--- config.mk ---
export PLATFORM = sky130hd
export DESIGN_NAME = div_seq_ctrl_flat
export DESIGN_NICKNAME = d
export VERILOG_FILES = /design/src/rtl/div_pkg.sv /design/src/rtl/div_seq_ctrl_if.sv /design/src/rtl/div_step.sv /design/src/rtl/div_seq_ctrl.sv /design/src/flat_wrapper.sv
export SDC_FILE = /design/constraint.sdc
export NUM_CORES = 1
export LEC_CHECK = 0
export ABC_AREA = 1
export CORE_UTILIZATION = 45
export CTS_BUF_LIST = sky130_fd_sc_hd__clkbuf_2
export DETAILED_ROUTE_END_ITERATION = 8
export GPL_ROUTABILITY_DRIVEN = 0
export GPL_TIMING_DRIVEN = 0
export PLACE_DENSITY = 0.76
export SYNTH_ARGS = -nofsm -noshare
export SYNTH_HDL_FRONTEND = slang
export SYNTH_SLANG_ARGS = --single-unit
--- constraint.sdc ---
create_clock -name clk -period 6.35 [get_ports clk]
set_input_delay 1.27 -clock clk [delete_from_list [all_inputs] [get_ports clk]]
set_output_delay 1.27 -clock clk [all_outputs]
set_load 0.005 [all_outputs]
--- src/rtl/div_pkg.sv ---
// Shared types and constants for the sequential divider.
package div_pkg;

  localparam int unsigned DIV_WIDTH = 16;
  localparam int unsigned DIV_CNT_W = 5;

  localparam logic [DIV_WIDTH-1:0] DZ_QUOTIENT = '1;

  typedef enum logic [1:0] {
    IDLE = 2'd0,
    BUSY = 2'd1,
    DONE = 2'd2
  } state_t;

endpackage

--- src/rtl/div_seq_ctrl_if.sv ---
// Start/busy/valid handshake bundle between an ALU requester and the divider.
interface div_seq_ctrl_if #(
  parameter int unsigned WIDTH = div_pkg::DIV_WIDTH
);

  logic               start;
  logic [WIDTH-1:0]   A;
  logic [WIDTH-1:0]   B;
  logic               busy;
  logic               valid;
  logic               dz;
  logic [2*WIDTH-1:0] QR;

  modport master (
    output start, A, B,
    input  busy, valid, dz, QR
  );

  modport slave (
    input  start, A, B,
    output busy, valid, dz, QR
  );

endinterface

--- src/rtl/div_step.sv ---
// One restoring shift-subtract step: shift in the next dividend bit, trial-subtract the divisor.
module div_step #(
  parameter int unsigned WIDTH = div_pkg::DIV_WIDTH
) (
  input  logic [WIDTH-2:0] rem,
  input  logic             quo_msb,
  input  logic [WIDTH-1:0] divisor,
  output logic [WIDTH-1:0] rem_next_c,
  output logic             q_bit_c
);

  logic [WIDTH-1:0] shifted;
  logic [WIDTH:0]   trial;

  // rem's MSB is always zero before a shift, since it holds fewer than WIDTH dividend bits
  always_comb begin
    shifted    = {rem, quo_msb};
    trial      = {1'b0, shifted} - {1'b0, divisor};
    q_bit_c    = ~trial[WIDTH];
    rem_next_c = q_bit_c ? trial[WIDTH-1:0] : shifted;
  end

endmodule

--- src/rtl/div_seq_ctrl.sv ---
// Multi-cycle restoring divider returning {quotient, remainder} in QR.
// Define DIV_SEQ_SIGNED_EN for two's complement operands (truncating division).
module div_seq_ctrl #(
  parameter int unsigned WIDTH = div_pkg::DIV_WIDTH,
  parameter int unsigned CNT_W = div_pkg::DIV_CNT_W
) (
  input logic           clk,
  input logic           rst_n,
  div_seq_ctrl_if.slave bus
);

  import div_pkg::*;

  state_t             state, state_nx;
  logic [WIDTH-1:0]   rem_q, rem_nx;
  logic [WIDTH-1:0]   quo_q, quo_nx;
  logic [WIDTH-1:0]   dvs_q, dvs_nx;
  logic [CNT_W-1:0]   cnt_q, cnt_nx;
  logic               dzp_q, dzp_nx;
  logic               busy_nx, valid_nx, dz_nx;
  logic [2*WIDTH-1:0] qr_nx;
  logic [WIDTH-1:0]   step_rem;
  logic               step_bit;
  logic [WIDTH-1:0]   q_fix, r_fix;
  logic [WIDTH-1:0]   a_load, b_load;

`ifdef DIV_SEQ_SIGNED_EN
  logic a_neg_q, a_neg_nx;
  logic q_neg_q, q_neg_nx;

  // Iterate on magnitudes; signs are re-applied when QR is loaded
  always_comb begin
    a_load = bus.A[WIDTH-1] ? WIDTH'(-bus.A) : bus.A;
    b_load = bus.B[WIDTH-1] ? WIDTH'(-bus.B) : bus.B;
    q_fix  = q_neg_q ? WIDTH'(-quo_q) : quo_q;
    r_fix  = a_neg_q ? WIDTH'(-rem_q) : rem_q;
  end

  always_ff @(posedge clk or negedge rst_n) begin
    if (!rst_n) begin
      a_neg_q <= 1'b0;
      q_neg_q <= 1'b0;
    end else begin
      a_neg_q <= a_neg_nx;
      q_neg_q <= q_neg_nx;
    end
  end
`else
  always_comb begin
    a_load = bus.A;
    b_load = bus.B;
    q_fix  = quo_q;
    r_fix  = rem_q;
  end
`endif

  div_step #(.WIDTH(WIDTH)) u_step (
    .rem        (rem_q[WIDTH-2:0]),
    .quo_msb    (quo_q[WIDTH-1]),
    .divisor    (dvs_q),
    .rem_next_c (step_rem),
    .q_bit_c    (step_bit)
  );

  // State, datapath and registered outputs
  always_ff @(posedge clk or negedge rst_n) begin
    if (!rst_n) begin
      state     <= IDLE;
      rem_q     <= '0;
      quo_q     <= '0;
      dvs_q     <= '0;
      cnt_q     <= '0;
      dzp_q     <= 1'b0;
      bus.busy  <= 1'b0;
      bus.valid <= 1'b0;
      bus.dz    <= 1'b0;
      bus.QR    <= '0;
    end else begin
      state     <= state_nx;
      rem_q     <= rem_nx;
      quo_q     <= quo_nx;
      dvs_q     <= dvs_nx;
      cnt_q     <= cnt_nx;
      dzp_q     <= dzp_nx;
      bus.busy  <= busy_nx;
      bus.valid <= valid_nx;
      bus.dz    <= dz_nx;
      bus.QR    <= qr_nx;
    end
  end

  always_comb begin
    state_nx = state;
    rem_nx   = rem_q;
    quo_nx   = quo_q;
    dvs_nx   = dvs_q;
    cnt_nx   = cnt_q;
    dzp_nx   = dzp_q;
    busy_nx  = 1'b0;
    valid_nx = 1'b0;
    dz_nx    = bus.dz;
    qr_nx    = bus.QR;
`ifdef DIV_SEQ_SIGNED_EN
    a_neg_nx = a_neg_q;
    q_neg_nx = q_neg_q;
`endif

    case (state)
      IDLE: begin
        if (bus.start) begin
          dz_nx  = 1'b0;
          rem_nx = '0;
          dvs_nx = b_load;
          cnt_nx = CNT_W'(WIDTH);
`ifdef DIV_SEQ_SIGNED_EN
          a_neg_nx = bus.A[WIDTH-1];
          q_neg_nx = bus.A[WIDTH-1] ^ bus.B[WIDTH-1];
`endif
          if (bus.B == '0) begin
            // Raw dividend is kept so the zero-divisor result can echo it
            quo_nx   = bus.A;
            dzp_nx   = 1'b1;
            state_nx = DONE;
          end else begin
            quo_nx   = a_load;
            dzp_nx   = 1'b0;
            busy_nx  = 1'b1;
            state_nx = BUSY;
          end
        end
      end
      BUSY: begin
        rem_nx  = step_rem;
        quo_nx  = {quo_q[WIDTH-2:0], step_bit};
        cnt_nx  = cnt_q - CNT_W'(1);
        busy_nx = 1'b1;
        if (cnt_q == CNT_W'(1)) begin
          busy_nx  = 1'b0;
          state_nx = DONE;
        end
      end
      DONE: begin
        valid_nx = 1'b1;
        dz_nx    = dzp_q;
        qr_nx    = dzp_q ? {WIDTH'(DZ_QUOTIENT), quo_q} : {q_fix, r_fix};
        state_nx = IDLE;
      end
      default: state_nx = IDLE;
    endcase
  end

endmodule

--- src/flat_wrapper.sv ---
// flat-port wrapper written by rule: the top's interface ports become plain ports
module div_seq_ctrl_flat import div_pkg::*;
#(
  parameter int unsigned WIDTH = div_pkg::DIV_WIDTH,
  parameter int unsigned CNT_W = div_pkg::DIV_CNT_W
)
  (clk, rst_n, bus_start, bus_A, bus_B, bus_busy, bus_valid, bus_dz, bus_QR);
  div_seq_ctrl_if #(.WIDTH(WIDTH)) bus_i ();
  input logic clk;
  input logic rst_n;
  input wire logic [$bits(bus_i.start)-1:0] bus_start;
  input wire logic [$bits(bus_i.A)-1:0] bus_A;
  input wire logic [$bits(bus_i.B)-1:0] bus_B;
  output wire logic [$bits(bus_i.busy)-1:0] bus_busy;
  output wire logic [$bits(bus_i.valid)-1:0] bus_valid;
  output wire logic [$bits(bus_i.dz)-1:0] bus_dz;
  output wire logic [$bits(bus_i.QR)-1:0] bus_QR;
  assign bus_i.start = bus_start;
  assign bus_i.A = bus_A;
  assign bus_i.B = bus_B;
  assign bus_busy = bus_i.busy;
  assign bus_valid = bus_i.valid;
  assign bus_dz = bus_i.dz;
  assign bus_QR = bus_i.QR;
  div_seq_ctrl #(.WIDTH(WIDTH), .CNT_W(CNT_W)) u_core (.clk(clk), .rst_n(rst_n), .bus(bus_i));
endmodule
# --- Word-level counts from Yosys, hierarchy flattened ---
# Cells that the tools add are included.
totals:
  reg_bits: 91
  in_bits: 35
  out_inout_bits: 35
  wordCells: 46
classes:
  addsub: 2
  n_eq_ne: 5
  mux: 20
  bitwise_logic: 1
  n_reduce_logical: 8
ops:
  columns: ["cell", "count"]
  rows:
  - ["16-bit one-hot mux with 2 select lines", 2]
  - ["16-bit 2-to-1 mux", 3]
  - ["32-bit 2-to-1 mux", 1]
  - ["16-bit by 16-bit subtractor with 17-bit output", 1]
  - ["16-bit logical NOT", 1]
  - ["5-bit one-hot mux with 2 select lines", 1]
  - ["2-bit AND reduction", 4]
  - ["1-bit 2-to-1 mux", 6]
  - ["2-bit 2-to-1 mux", 3]
  - ["5-bit by 1-bit == test with 1-bit output (second input constant)", 1]
  - ["5-bit 2-to-1 mux", 1]
  - ["5-bit by 1-bit subtractor with 5-bit output (second input constant)", 1]
  - ["1-bit one-hot mux with 2 select lines", 2]
  - ["2-bit one-hot mux with 2 select lines", 1]
  - ["2-bit nonzero test", 2]
  - ["2-bit by 1-bit == test with 1-bit output (second input constant)", 1]
  - ["2-bit == test (second input constant)", 1]
  - ["2-bit logical NOT", 1]
  - ["2-bit by 1-bit inequality test with 1-bit output (second input constant)", 1]
  - ["2-bit inequality test (second input constant)", 1]
  - ["1-bit NOT", 1]

# --- Longest topological paths before layout ---
# Gate-level depths: netlist (run 1).
logic_depth:
  depth_word: 4
  depth_mapped: 15
  depth_no_buf: 14

# --- Cells and area by module ---
# A second synthesis (run 1) with hierarchy kept.
hier_totals:
  hier_cells: 680
  hier_area_um2: 5170.0
modules_own_cells:
  columns: ["module", "n_inst", "cells_per_inst", "area_per_inst_um2", "seq_area_each_um2"]
  rows:
  - ["div_seq_ctrl", 1, 428, 3866.2, 2277.2]
  - ["div_step", 1, 252, 1303.8, 0.0]

# --- Worst setup path after synthesis (run 1) ---
# Ideal clock, no wire load.
synth_path:
  path_kind: "input port to flip-flop"
  from: "input bus_start"
  to: "register u_core.quo_q[0] (netlist: u_core.q_fix[0])"
  setup_ns: 0.132
  arrival_time_ns: 1.981
  required_time_ns: 6.218
  setup_slack_ns: 4.237
  path_stages: 6
  path_buffers: 1
  cell_sequence: "inv_1 nor2_2 inv_1 nand2_1 clkbuf_1 o211ai_1"
synth_between:
  elab_chain_len: 2
synth_lines:
  columns: ["item", "line", "source"]
  rows:
  - ["start, declared", "flat_wrapper.sv:11", "input wire logic [$bits(bus_i.start)-1:0] bus_start;"]
  - ["2-bit inequality test (no line)", null, null]
  - ["2-bit AND reduction (no line)", null, null]
  - ["end signal, assigned", "div_seq_ctrl.sv:81", "quo_q <= quo_nx;"]
  - ["end, declared", "div_seq_ctrl.sv:16", "logic [WIDTH-1:0] quo_q, quo_nx;"]
# Every way passes these cells.
# A chain may end at the register's enable or synchronous reset.

# --- Final worst setup path (run 1) ---
layout_path:
  from: "register u_core.bus.QR[14]"
  to: "output bus_QR[14]"
layout_lines:
  columns: ["item", "line", "source"]
  rows:
  - ["start, declared", "div_seq_ctrl_if.sv:21", "output busy, valid, dz, QR"]
  - ["start signal, assigned", "div_seq_ctrl.sv:88", "bus.QR <= qr_nx;"]
  - ["end, declared", "flat_wrapper.sv:17", "output wire logic [$bits(bus_i.QR)-1:0] bus_QR;"]
# No word-level cell between the ends.

==> results of run 1 <==
==> report_power, final <==
part / internal [mW] / total (mW) / switching [mW]
combinational: 0.781 / 1.95 / 1.17
sequential: 0.845 / 1.02 / 0.176
clock: 0.0506 / 0.260 / 0.209
==> stage by stage <==
step | total power [mW] | setup WS (ns)
final | 3.23 | 3.58
after global routing | 3.55 | 3.50
after CTS | 3.23 | 3.55
after detailed placement | 2.97 | 3.24
after global placement | 2.89 | 0.795
after floorplan | 2.34 | 4.24
==> final cells by class <==
cell class              count  area [um^2]  area share [%]
inverters                  99          372            6.28
clock buffers               9         45.0           0.761
clock inverters             7         43.8           0.739
multi-input cells         445         2190            37.0
well taps                 136          170            2.87
repair buffers             70          716            12.1
flip-flops and latches     91         2280            38.5
plain buffers              22          105            1.77
==> state kept, by name (all words and copies together) (netlist names), 2 cells and up <==
name / count
u_core.dvs_q: 16
u_core.cnt_q: 5
u_core.q_fix: 16
u_core.r_fix: 16
u_core.bus.QR: 32
u_core.state: 2
==> worst max path at each step <==
stage	endpoint	start
finish	bus_QR[14]	u_core.bus.QR[14]
detailed placement	u_core.q_fix[15]	bus_start
global placement	u_core.dvs_q[11]	rst_n
CTS	bus_QR[14]	u_core.bus.QR[14]
global route	bus_QR[14]	u_core.bus.QR[14]
floorplan	u_core.q_fix[0]	bus_start
==> layer usage <==
layer	up-vias	global-route usage, %	part of all wire [%]
li1	2240	-	-
met1	2142	29.7	45
met2	128	38.0	48
met3	19	3.04	5.4
met4	0	7.34	1.6
met5	-	0	0
==> logic make-up after synthesis <==
kind of cell	after synthesis	synth area share, %
AND/OR/NAND/NOR	302	25.3
XOR/XNOR	6	1.06
adder cells (fa/ha/maj)	19	4.96
AO/OA/AOI/OAI	118	13.1
buffers and inverters	121	9.64
flip-flops	91	46.0
==> placed cells by master, fill, tap and decap left out, types with 2 or more instances in the layout <==
cell	count
nor3_1	4
xnor2_1	4
o21ai_1	3
nor2_1	58
nand4_1	2
clkbuf_1	14
buf_2	6
nand2_4	3
nor2_2	3
inv_2	4
nand3_1	33
a21oi_1	25
ha_1	18
dfrtp_1	91
a22oi_1	15
o21ai_0	71
nand2_1	193
clkdlybuf4s50_1	68
clkinv_2	3
nand3b_1	2
xor2_1	2
clkbuf_2	9
inv_1	95
o211ai_1	2
buf_4	2
==> results.txt, run 1 <==
* Instance count of the mapped netlist: 657
- Num CTS Buffers: 9
- Together, buffers and inverters on the worst path number 1.
- Final number of setup-violating endpoints: 0
- Cell area after technology mapping: 0.00495 mm^2
- Net total in the final layout: 792
- For this block, the initial DRC count from the detailed router was 290.
- Post-cts repair resize count: 0
- Status: finished, final reports clean
- Entering global routing, the biggest net connects 62 pins.
- Counting flops with a built-in enable in the synthesized netlist gives 0.
- Wire length of the first global-routing pass: 19900 um
* Cells taking the most area after synthesis: dfrtp_1 (46%), nand2_1 (15%), inv_1 (7.2%)
* Cell taking the most area after synthesis: dfrtp_1
- HPWL Detailed: 9340 um
- Fin area: 0.00592 mm^2
* Final global-route overflow total: 0
- Die Footprint: 0.0114 mm^2
- Placeable core region: 0.0105 mm^2
- CTS saw 91 sinks.
- Total track usage: 22.4%
- The floorplan step set the die height to 107 um.
* Clock tree from TritonCTS: yes
- Count of placed standard cells in the final layout, fillers left out: 879
* Critical path depth: 1
- Routed wire length: 12100 um
- Timing would allow up to 361 MHz.
- Final Hold Fails: 0
- In this run the register-to-register setup slack is 4.02 ns.
* Share of flip-flops with an asynchronous set or reset: 100%
- Worst-margin pin slew: 0.586 ns
- Vias per cell: 5.15
- The worst-case IR drop observed on VDD is 0.182 mV.
- Worst reg2reg startpoint: u_core.q_fix[15]
* Via count: 4529
- In this design, the largest share of critical-path delay is due to buffers and inverters.
* TritonRoute pass-1 iters: 5
* Max-slew violation total from the final report: 0
* Site row count: 37
- WP data required: 5.08 ns
* Number of synthesized register bits: 91
- The worst hold path begins at u_core.dvs_q[0].
* Worst setup skew after layout: 0.0334 ns
* Root Buffer: clkbuf_2
* Number of buffers added on ports: 69
- The smallest clock period supported by the final layout is computed as 2.77 ns.
* Pwr dens: 546 mW/mm^2
- Counting along the longest clock path gives a buffer depth of 2.
- Layout cells sized above 1: 5.38%
- By count the netlist is led by nand2_1 (193), inv_1 (95), dfrtp_1 (91).
* Synth Net Count: 711
* Number of nets still failing antenna checks after routing: 0
- The number of hold buffers added after CTS was 0.
- Critical Path, Cell by Cell: clkdlybuf4s50_1
* Crit share post-route: 43.7%
- Setup total negative slack on the finished layout was measured at 0 ns.
- Clock latency of the later-clocked register in the worst-skew pair: 0.56 ns
* Number of antenna cells inserted: 0
- Clock-pin slew was measured on the worst setup and hold paths at 0.25 ns.
- Setup repair after global routing left no endpoint under its margin.
- In this design, the stage delay of the slowest critical-path cell is 0.52 ns.
- The setup path with the least slack is of type reg2out.
- The worst hold path passes through 2 cells.
- During I/O placement, the number of pins put on the boundary was 70.
- For this configuration, the core starts out at a cell density of 47.1%.
- The worst setup path is launched from a register.
- In this run the worst path has a maximum fanout of 2.
- In the final routed layout, each cell accounts on average for 13.8 um.
- During synthesis, Yosys emitted a total of 0 warnings.
- In this run the worst hold path is classified as reg2reg.
- Yosys instantiated no cell more often than nand2_1.
* Number of distinct library cells after synthesis: 30
* Number of max-capacitance violations reported: 0
* Post-placement cell count: 863
- The worst setup path is captured at an output port.
- Lkg Pwr: 3.00 nW
* Die extent in x: 107 um
- Core utilization of the finished layout: 56.4%
- R2R cell count: 14
- Reg-to-reg critical path endpoint: u_core.r_fix[15]
* Slowest-stage cell, CP: clkdlybuf4s50_1
- Layout overhead on the synthesized area: 19.7%
- Top FF cell, synth: dfrtp_1
* Syn avg cell area: 7.53 um^2
* Post-detailed-placement cell area: 0.00583 mm^2
- Across all hold checks on the routed design, the worst slack comes to 0.519 ns.
* Top-area cell type share of the netlist area: 46.0%
- Number of global-route vias before repair: 4286
- In this run the tightest slew margin relative to its limit is 60.9%.
- Antenna violations before repair: 0
- DRC violation count after routing: 0
- # fillers: 1003
- Data arrival at the endpoint of the critical path: 1.50 ns
* Hold worst-path end: u_core.dvs_q[0]
- Post-synthesis sequential area ratio: 46.0%
- Number of buffers inserted by post-CTS setup repair: 0
- The H-tree was split into 3 levels.
No activity file was read; power rests on OpenSTA's default activity.
==> inputs of run 2 (changes only) <==
clock period = 2.7 ns   (was 6.35 ns; I/O delays follow)
==> run 2 against run 1 <==
Flip-flop and latch count unchanged. Global-route usage stayed put. Utilization rose by 0.095 points. Sequential share of layout area decreased by 0.065 points. Clock power up 140%. First-iteration DRC count is 5.9% lower. Setup slack lost 3.2 ns. Critical path type is now reg2reg. Clock-buffer cell count is the same. Via count shrank 0.29%. Cell area grew 0.17%.
==> results.txt, run 2 (synthesis results as in run 1) <==
* Number of placed I/O pins: 70 (unchanged)
* Max-slew violation total from the final report: 0 (unchanged)
- The max-slew headroom at the worst pin was 60.4% (was 60.9%).
* Wire length of the first global-routing pass: 19900 um (unchanged)
- Crit path top cell by count: nand2_1
* Data arrival at the endpoint of the critical path: 2.79 ns (was 1.50 ns)
* Pwr dens: 1280 mW/mm^2 (was 546 mW/mm^2)
- Lkg Pwr: 3.01 nW (was 3.00 nW)
- Final global-route overflow total: 0 (unchanged)
- Status: finished, final reports clean (unchanged).
- Routed wire length: 12100 um (about the same)
- The deepest clock path buffer count came to 2 (unchanged).
* CP Launch Point: u_core.q_fix[15] (was u_core.bus.QR[14])
* Number of buffers added on ports: 69 (unchanged)
- The remaining design rule violation count is 0 (unchanged).
* Number of buffers inserted by post-CTS setup repair: 0 (unchanged)
- The logic depth of the worst register-to-register path was 14 (unchanged).
- The via density per instance is 5.13 (was 5.15).
* Clock tree from TritonCTS: yes (unchanged)
- The placement row count is 37 (unchanged).
- Starting Density: 47.1% (unchanged)
- The delay of the slowest critical-path stage is 0.40 ns (was 0.52 ns).
- The total global-route track usage came to 22.4% (unchanged).
- HPWL Detailed: 9340 um (unchanged)
- Post-cts repair resize count: 0 (unchanged)
* Worst-margin pin slew: 0.594 ns (was 0.586 ns)
- Die extent in x: 107 um (unchanged)
- Number of global-route vias before repair: 4286 (unchanged)
- Final total negative setup slack: 0 ns (unchanged)
* Worst reg2reg startpoint: u_core.q_fix[15] (unchanged)
- The final critical path takes up 86.1% of the cycle.
- The most flop-heavy register is u_core.bus.QR (unchanged).
- Root Buffer: clkbuf_2 (unchanged)
- Clock Sinks: 91 (unchanged)
* Slowest-stage cell, CP: dfrtp_1 (was clkdlybuf4s50_1)
- Num CTS Buffers: 9 (unchanged)
- The total die area was 0.0114 mm^2 (unchanged).
- The clock-pin slew on the worst setup and hold paths is 0.26 ns (was 0.25 ns).
- The final hold violation count was 0 (unchanged).
- The initial antenna violation count is 0 (unchanged).
- Critical Path, Cell by Cell: inv_1, ha_1, fa_1, inv_1, nand3_1, nand3_1, nand2_1, nand2_1, nand2_4, nand2_4, buf_4, nand3_1, nand2_1, nand2_1 (was clkdlybuf4s50_1).
- WS Path Type: reg2reg (was reg2out)
- The data required time at the worst endpoint was 3.17 ns (was 5.08 ns).
* Placeable core region: 0.0105 mm^2 (unchanged)
- The maximum vdd ir drop was 0.429 mV (was 0.182 mV).
* Number of nets still failing antenna checks after routing: 0 (unchanged)
- Highest net fanout along the worst path: 10 (was 2)
- The number of diodes came to 0 (unchanged).
- H-tree levels: 3 (unchanged)
- The share of cells above drive strength 1 is 5.38% (about the same).
- Largest net degree at the start of global routing: 62 (unchanged)
* TritonRoute pass-1 iters: 6 (was 5)
- Net total in the final layout: 793 (was 792)
- The number of violations of the max-capacitance limit came to 0 (unchanged).
- Clock latency of the later-clocked register in the worst-skew pair: 0.56 ns (about the same)
- Starting DRC count in detailed routing: 273 (was 290)
* Worst setup SP type: register (unchanged)
- The relative area change from synthesis to final layout is 19.9% (was 19.7%).
* Setup repair after global routing missed its margin: false (unchanged)
- Endpoint type of the worst setup path: register (was output port)
- Final critical delay including setup and external delays: 2.33 ns
- The via count was 4516 (was 4529).
- Worst Hold Class: in2async (was reg2reg)
- Die outline height: 107 um (unchanged)
- Leading cell types in the layout, fill and taps excluded: nand2_1 (193), inv_1 (95), dfrtp_1 (91), o21ai_0 (71), clkdlybuf4s50_1 (68) (unchanged).
* Max reg flops: 32 (unchanged)
* Commonest non-fill, non-tap cell in the layout: nand2_1 (unchanged)
- Wire length per cell after detailed routing: 13.7 um (was 13.8 um)
- The final worst clock skew is 0.0322 ns (was 0.0334 ns).
* Worst hold margin: 0.423 ns (was 0.519 ns)
- Based on the critical path, the design can be clocked at up to 430 MHz.
- The setup-violating endpoint count in the final report is 0 (unchanged).
## run 2: final timing paths
path | to | slack [ns]
setup / recovery | u_core.r_fix[15] | 0.37
hold / removal | u_core.q_fix[5] | 0.42
setup reg to reg | u_core.r_fix[15] | 0.37
hold reg to reg | u_core.dvs_q[0] | 0.52
max in group asynchronous | u_core.dvs_q[3] | 1.64
min in group clk | u_core.dvs_q[0] | 0.52
## run 2: worst max-delay path: cells and delay by family, from the launching register on
family | cells | cell delay (ns)
adders and majority gates | 2 | 0.67
and+or+nand+nor | 9 | 0.82
DFF | 1 | 0.40
buffers and inverters | 3 | 0.38
## run 2: final cells by class
class	instances	area, um^2
multi-input combinational	445	2190
inverter	99	372
sequential	91	2280
clock buffer	9	45.0
timing repair buffer	71	726
buffer	22	105
clock inverter	7	43.8
tap	136	170
fill	1002	4580
## run 2: repair_timing
action	CTS	global route
endpoints found under the setup margin	0	0
endpoints found under the hold margin	30	0
hold buffers	1	0
## run 2: where the power goes
group	leakage, nW	total, mW	switching, mW	internal [mW]
registers	1.13	2.40	0.413	1.99
logic	1.82	4.59	2.75	1.84
clock network	0.0595	0.611	0.491	0.119
## run 2: routing by layer
| layer | GRT usage, % | part of all wire (%) |
|---|---|---|
| met1 | 29.7 | 45 |
| met2 | 38.0 | 48 |
| met3 | 3.04 | 6.0 |
| met4 | 7.34 | 1.4 |
| met5 | 0 | 0 |
## run 2: stage by stage
step | utilization (%) | worst slack, ns | cells | power, mW | instance area (um^2)
2_1_floorplan | - | 0.706 | 657 | 5.51 | 4950
3_3_place_gp | 55.3 | -2.12 | 862 | 6.80 | 5810
3_5_place_dp | 55.5 | 0.322 | 863 | 6.99 | 5830
4_1_cts | 56.4 | 0.379 | 880 | 7.60 | 5930
5_1_grt | 56.4 | 0.208 | 880 | 8.35 | 5930
6_report | 56.4 | 0.375 | 880 | 7.60 | 5930
==> inputs of run 3 (changes only) <==
DONT_BUFFER_PORTS = 1   (was not set)
PLACE_DENSITY = 0.68   (was 0.76)
==> run 3 against run 2 <==
Critical path depth unchanged. Sequential share of layout area increased by 4.7 points. Combinational power decreased by 12%. Critical endpoint unchanged. Largest power group unchanged.
==> results.txt, run 3 (synthesis results as in run 1) <==
- The CTS buffer count came to 9 (unchanged).
* Status: finished, final reports clean (unchanged)
- Net total in the final layout: 724 (was 793)
- WS Path Type: reg2reg (unchanged)
* Placeable core region: 0.0105 mm^2 (unchanged)
- Vias per cell: 5.10 (was 5.13)
* HPWL Detailed: 9020 um (was 9340 um)
- The placement row count is 37 (unchanged).
- The max-slew headroom at the worst pin came to 59.5% (was 60.4%).
- WP data required: 3.18 ns (was 3.17 ns)
* Final critical delay including setup and external delays: 2.39 ns (was 2.33 ns)
* Clock-pin slew of the registers on the worst-case setup and hold paths: 0.26 ns (about the same)
* Root Buffer: clkbuf_2 (unchanged)
- Fin area: 0.00529 mm^2 (was 0.00593 mm^2)
- The final hold violation count was 0 (unchanged).
- TritonRoute pass-1 iters: 5 (was 6)
* Crit path top cell by count: nand2_1 (unchanged)
- The number of design-rule violations left by the first detailed-router iteration was 238 (was 273).
* Number of nets still failing antenna checks after routing: 0 (unchanged)
* Antenna violations before repair: 0 (unchanged)
* Worst-margin pin slew: 0.608 ns (was 0.594 ns)
- DRC violation count after routing: 0 (unchanged)
- Critical path's largest stage delay: 0.41 ns (was 0.40 ns)
- Setup repair after global routing missed its margin: false (unchanged).
- Slowest-stage cell, CP: dfrtp_1 (unchanged)
- Max-slew violation total from the final report: 0 (unchanged)
* Number of buffers added on ports: 0 (was 69)
- Wire length per cell after detailed routing: 14.7 um (was 13.7 um)
- The CTS tree is yes (unchanged).
- The clock latency reported for the late side of the worst-skew pair is 0.57 ns (was 0.56 ns).
* Number of buffers inserted by post-CTS setup repair: 0 (unchanged)
- The total routed wirelength came to 11900 um (was 12100 um).
* Crit share post-route: 88.5% (was 86.1%)
- The worst hold slack is 0.0795 ns (was 0.423 ns).
- The count of buffering cells on the critical path with inverters included was 3 (unchanged).
* Post-detailed-placement cell area: 0.00512 mm^2 (was 0.00583 mm^2)
* H-tree levels: 3 (unchanged)
* Final global-route overflow total: 0 (unchanged)
- The largest net degree at the start of global routing came to 92 (was 62).
- Most flop-heavy register: u_core.bus.QR (unchanged)
- The relative area change from synthesis to final layout is 6.93% (was 19.9%).
- The total die area was 0.0114 mm^2 (unchanged).
- Die extent in x: 107 um (unchanged)
- The share of cells above drive strength 1 was 5.63% (was 5.38%).
* Clock Sinks: 91 (unchanged)
- Number of max-capacitance violations reported: 0 (unchanged)
- Pwr dens: 1380 mW/mm^2 (was 1280 mW/mm^2)
- Highest net fanout along the worst path: 10 (unchanged)
- Via count: 4135 (was 4516)
* Worst Hold Class: in2reg (was in2async)
- Maximum vdd drop: 0.514 mV (was 0.429 mV)
- Number of antenna cells inserted: 0 (unchanged)
* Commonest non-fill, non-tap cell in the layout: nand2_1 (unchanged)
* # fillers: 1031 (was 1002)
- Maximum achievable frequency: 418 MHz (was 430 MHz)
* Starting Density: 47.1% (unchanged)
- The final worst clock skew came to 0.0313 ns (was 0.0322 ns).
* Lkg Pwr: 2.76 nW (was 3.01 nW)
- Die outline height: 107 um (unchanged)
- Final total negative setup slack: 0 ns (unchanged)
* Number of placed I/O pins: 70 (unchanged)
* Total track usage: 22.8% (was 22.4%)
* Wire length of the first global-routing pass: 20200 um (was 19900 um)
* Endpoint type of the worst setup path: register (unchanged)
- Kind of cell adding the most delay to the critical path: simple AND/OR/NAND/NOR gates (unchanged)
- The deepest clock path buffer count came to 2 (unchanged).
* Final number of setup-violating endpoints: 0 (unchanged)
* Critical Path, Cell by Cell: inv_1, ha_1, fa_1, inv_1, nand3_1, nand3_1, nand2_1, nand2_1, nand2_4, nand2_4, buf_4, nand3_1, nand2_1, nand2_1 (unchanged)
- Worst setup SP type: register (unchanged)
- Data arrival at the endpoint of the critical path: 2.87 ns (was 2.79 ns)
- Leading cell types in the layout, fill and taps excluded: nand2_1 (193), inv_1 (95), dfrtp_1 (91), o21ai_0 (71), nor2_1 (58) (was nand2_1 (193), inv_1 (95), dfrtp_1 (91), o21ai_0 (71), clkdlybuf4s50_1 (68))
- Number of global-route vias before repair: 4145 (was 4286)
* Max reg flops: 32 (unchanged)
## run 3: changes by cell type in the layout (fill, tap and decap cells not counted)
cell	previous run	this run
clkdlybuf4s50_1	68	0
bufinv_16	0	2
clkinv_2	3	1
buf_4	2	1
clkinv_1	1	2
clkinv_4	1	0
clkinvlp_4	1	0
inv_6	1	2
## run 3: final cells by class
type	instances	area, um^2	share of cell area (%)
Buffer	22	105	1.99
Clock buffer	9	45.0	0.851
Clock inverter	7	90.1	1.70
Inverter	99	372	7.02
Multi-Input combinational cell	445	2190	41.5
Sequential cell	91	2280	43.0
Tap cell	136	170	3.22
Timing Repair Buffer	2	37.5	0.710
## run 3: worst register-to-register path: stages (launching register included)
cell	delay (ns)
dfrtp_1	0.41
inv_1	0.13
ha_1	0.27
fa_1	0.41
inv_1	0.09
nand3_1	0.06
nand3_1	0.14
nand2_1	0.09
nand2_1	0.12
nand2_4	0.10
nand2_4	0.08
buf_4	0.16
nand3_1	0.13
nand2_1	0.08
nand2_1	0.05
## run 3: path summary, 6_finish.rpt
kind | endpoint | slack, ns | from | cells after the start
worst min-delay path | u_core.dvs_q[5] | 0.08 | bus_B[5] | 2
worst min register to register | u_core.cnt_q[4] | 0.51 | u_core.cnt_q[4] | 1
min in group asynchronous | u_core.q_fix[4] | 0.50 | rst_n | 2
worst max register to register | u_core.r_fix[15] | 0.31 | u_core.q_fix[15] | 14
worst max-delay path | u_core.r_fix[15] | 0.31 | u_core.q_fix[15] | 14
max in group asynchronous | u_core.dvs_q[11] | 1.84 | rst_n | 2
## run 3: what timing repair did
item / 4_1_cts / 5_1_grt
resized for setup: 0 / 0
hold buffers: 2 / 0
endpoints found under the hold margin: 91 / 0
## run 3: through the flow
step           total power, mW  utilization (%)  setup slack (ns)  instances
4_1_cts                   7.34             50.3             0.315        811
6_report                  7.33             50.3             0.310        811
3_3_place_gp              6.35             48.7             0.403        793
2_1_floorplan             5.51                -             0.706        657
3_5_place_dp              6.50             48.7             0.351        793
5_1_grt                   8.09             50.3             0.102        811
## run 3: power breakdown
group	total (mW)	switching (mW)	internal, mW
clock	0.803	0.496	0.306
sequential	2.47	0.486	1.99
combinational	4.05	2.63	1.42
total	7.33	3.61	3.72
## run 3: per-layer routing
| layer | up-vias | GRT usage [%] | routed length, um |
|---|---|---|---|
| li1 | 2102 | - | - |
| met1 | 1921 | 32.3 | 5690 |
| met2 | 102 | 36.4 | 5460 |
| met3 | 10 | 2.92 | 656 |
| met4 | 0 | 6.75 | 136 |
| met5 | - | 0 | 0 |
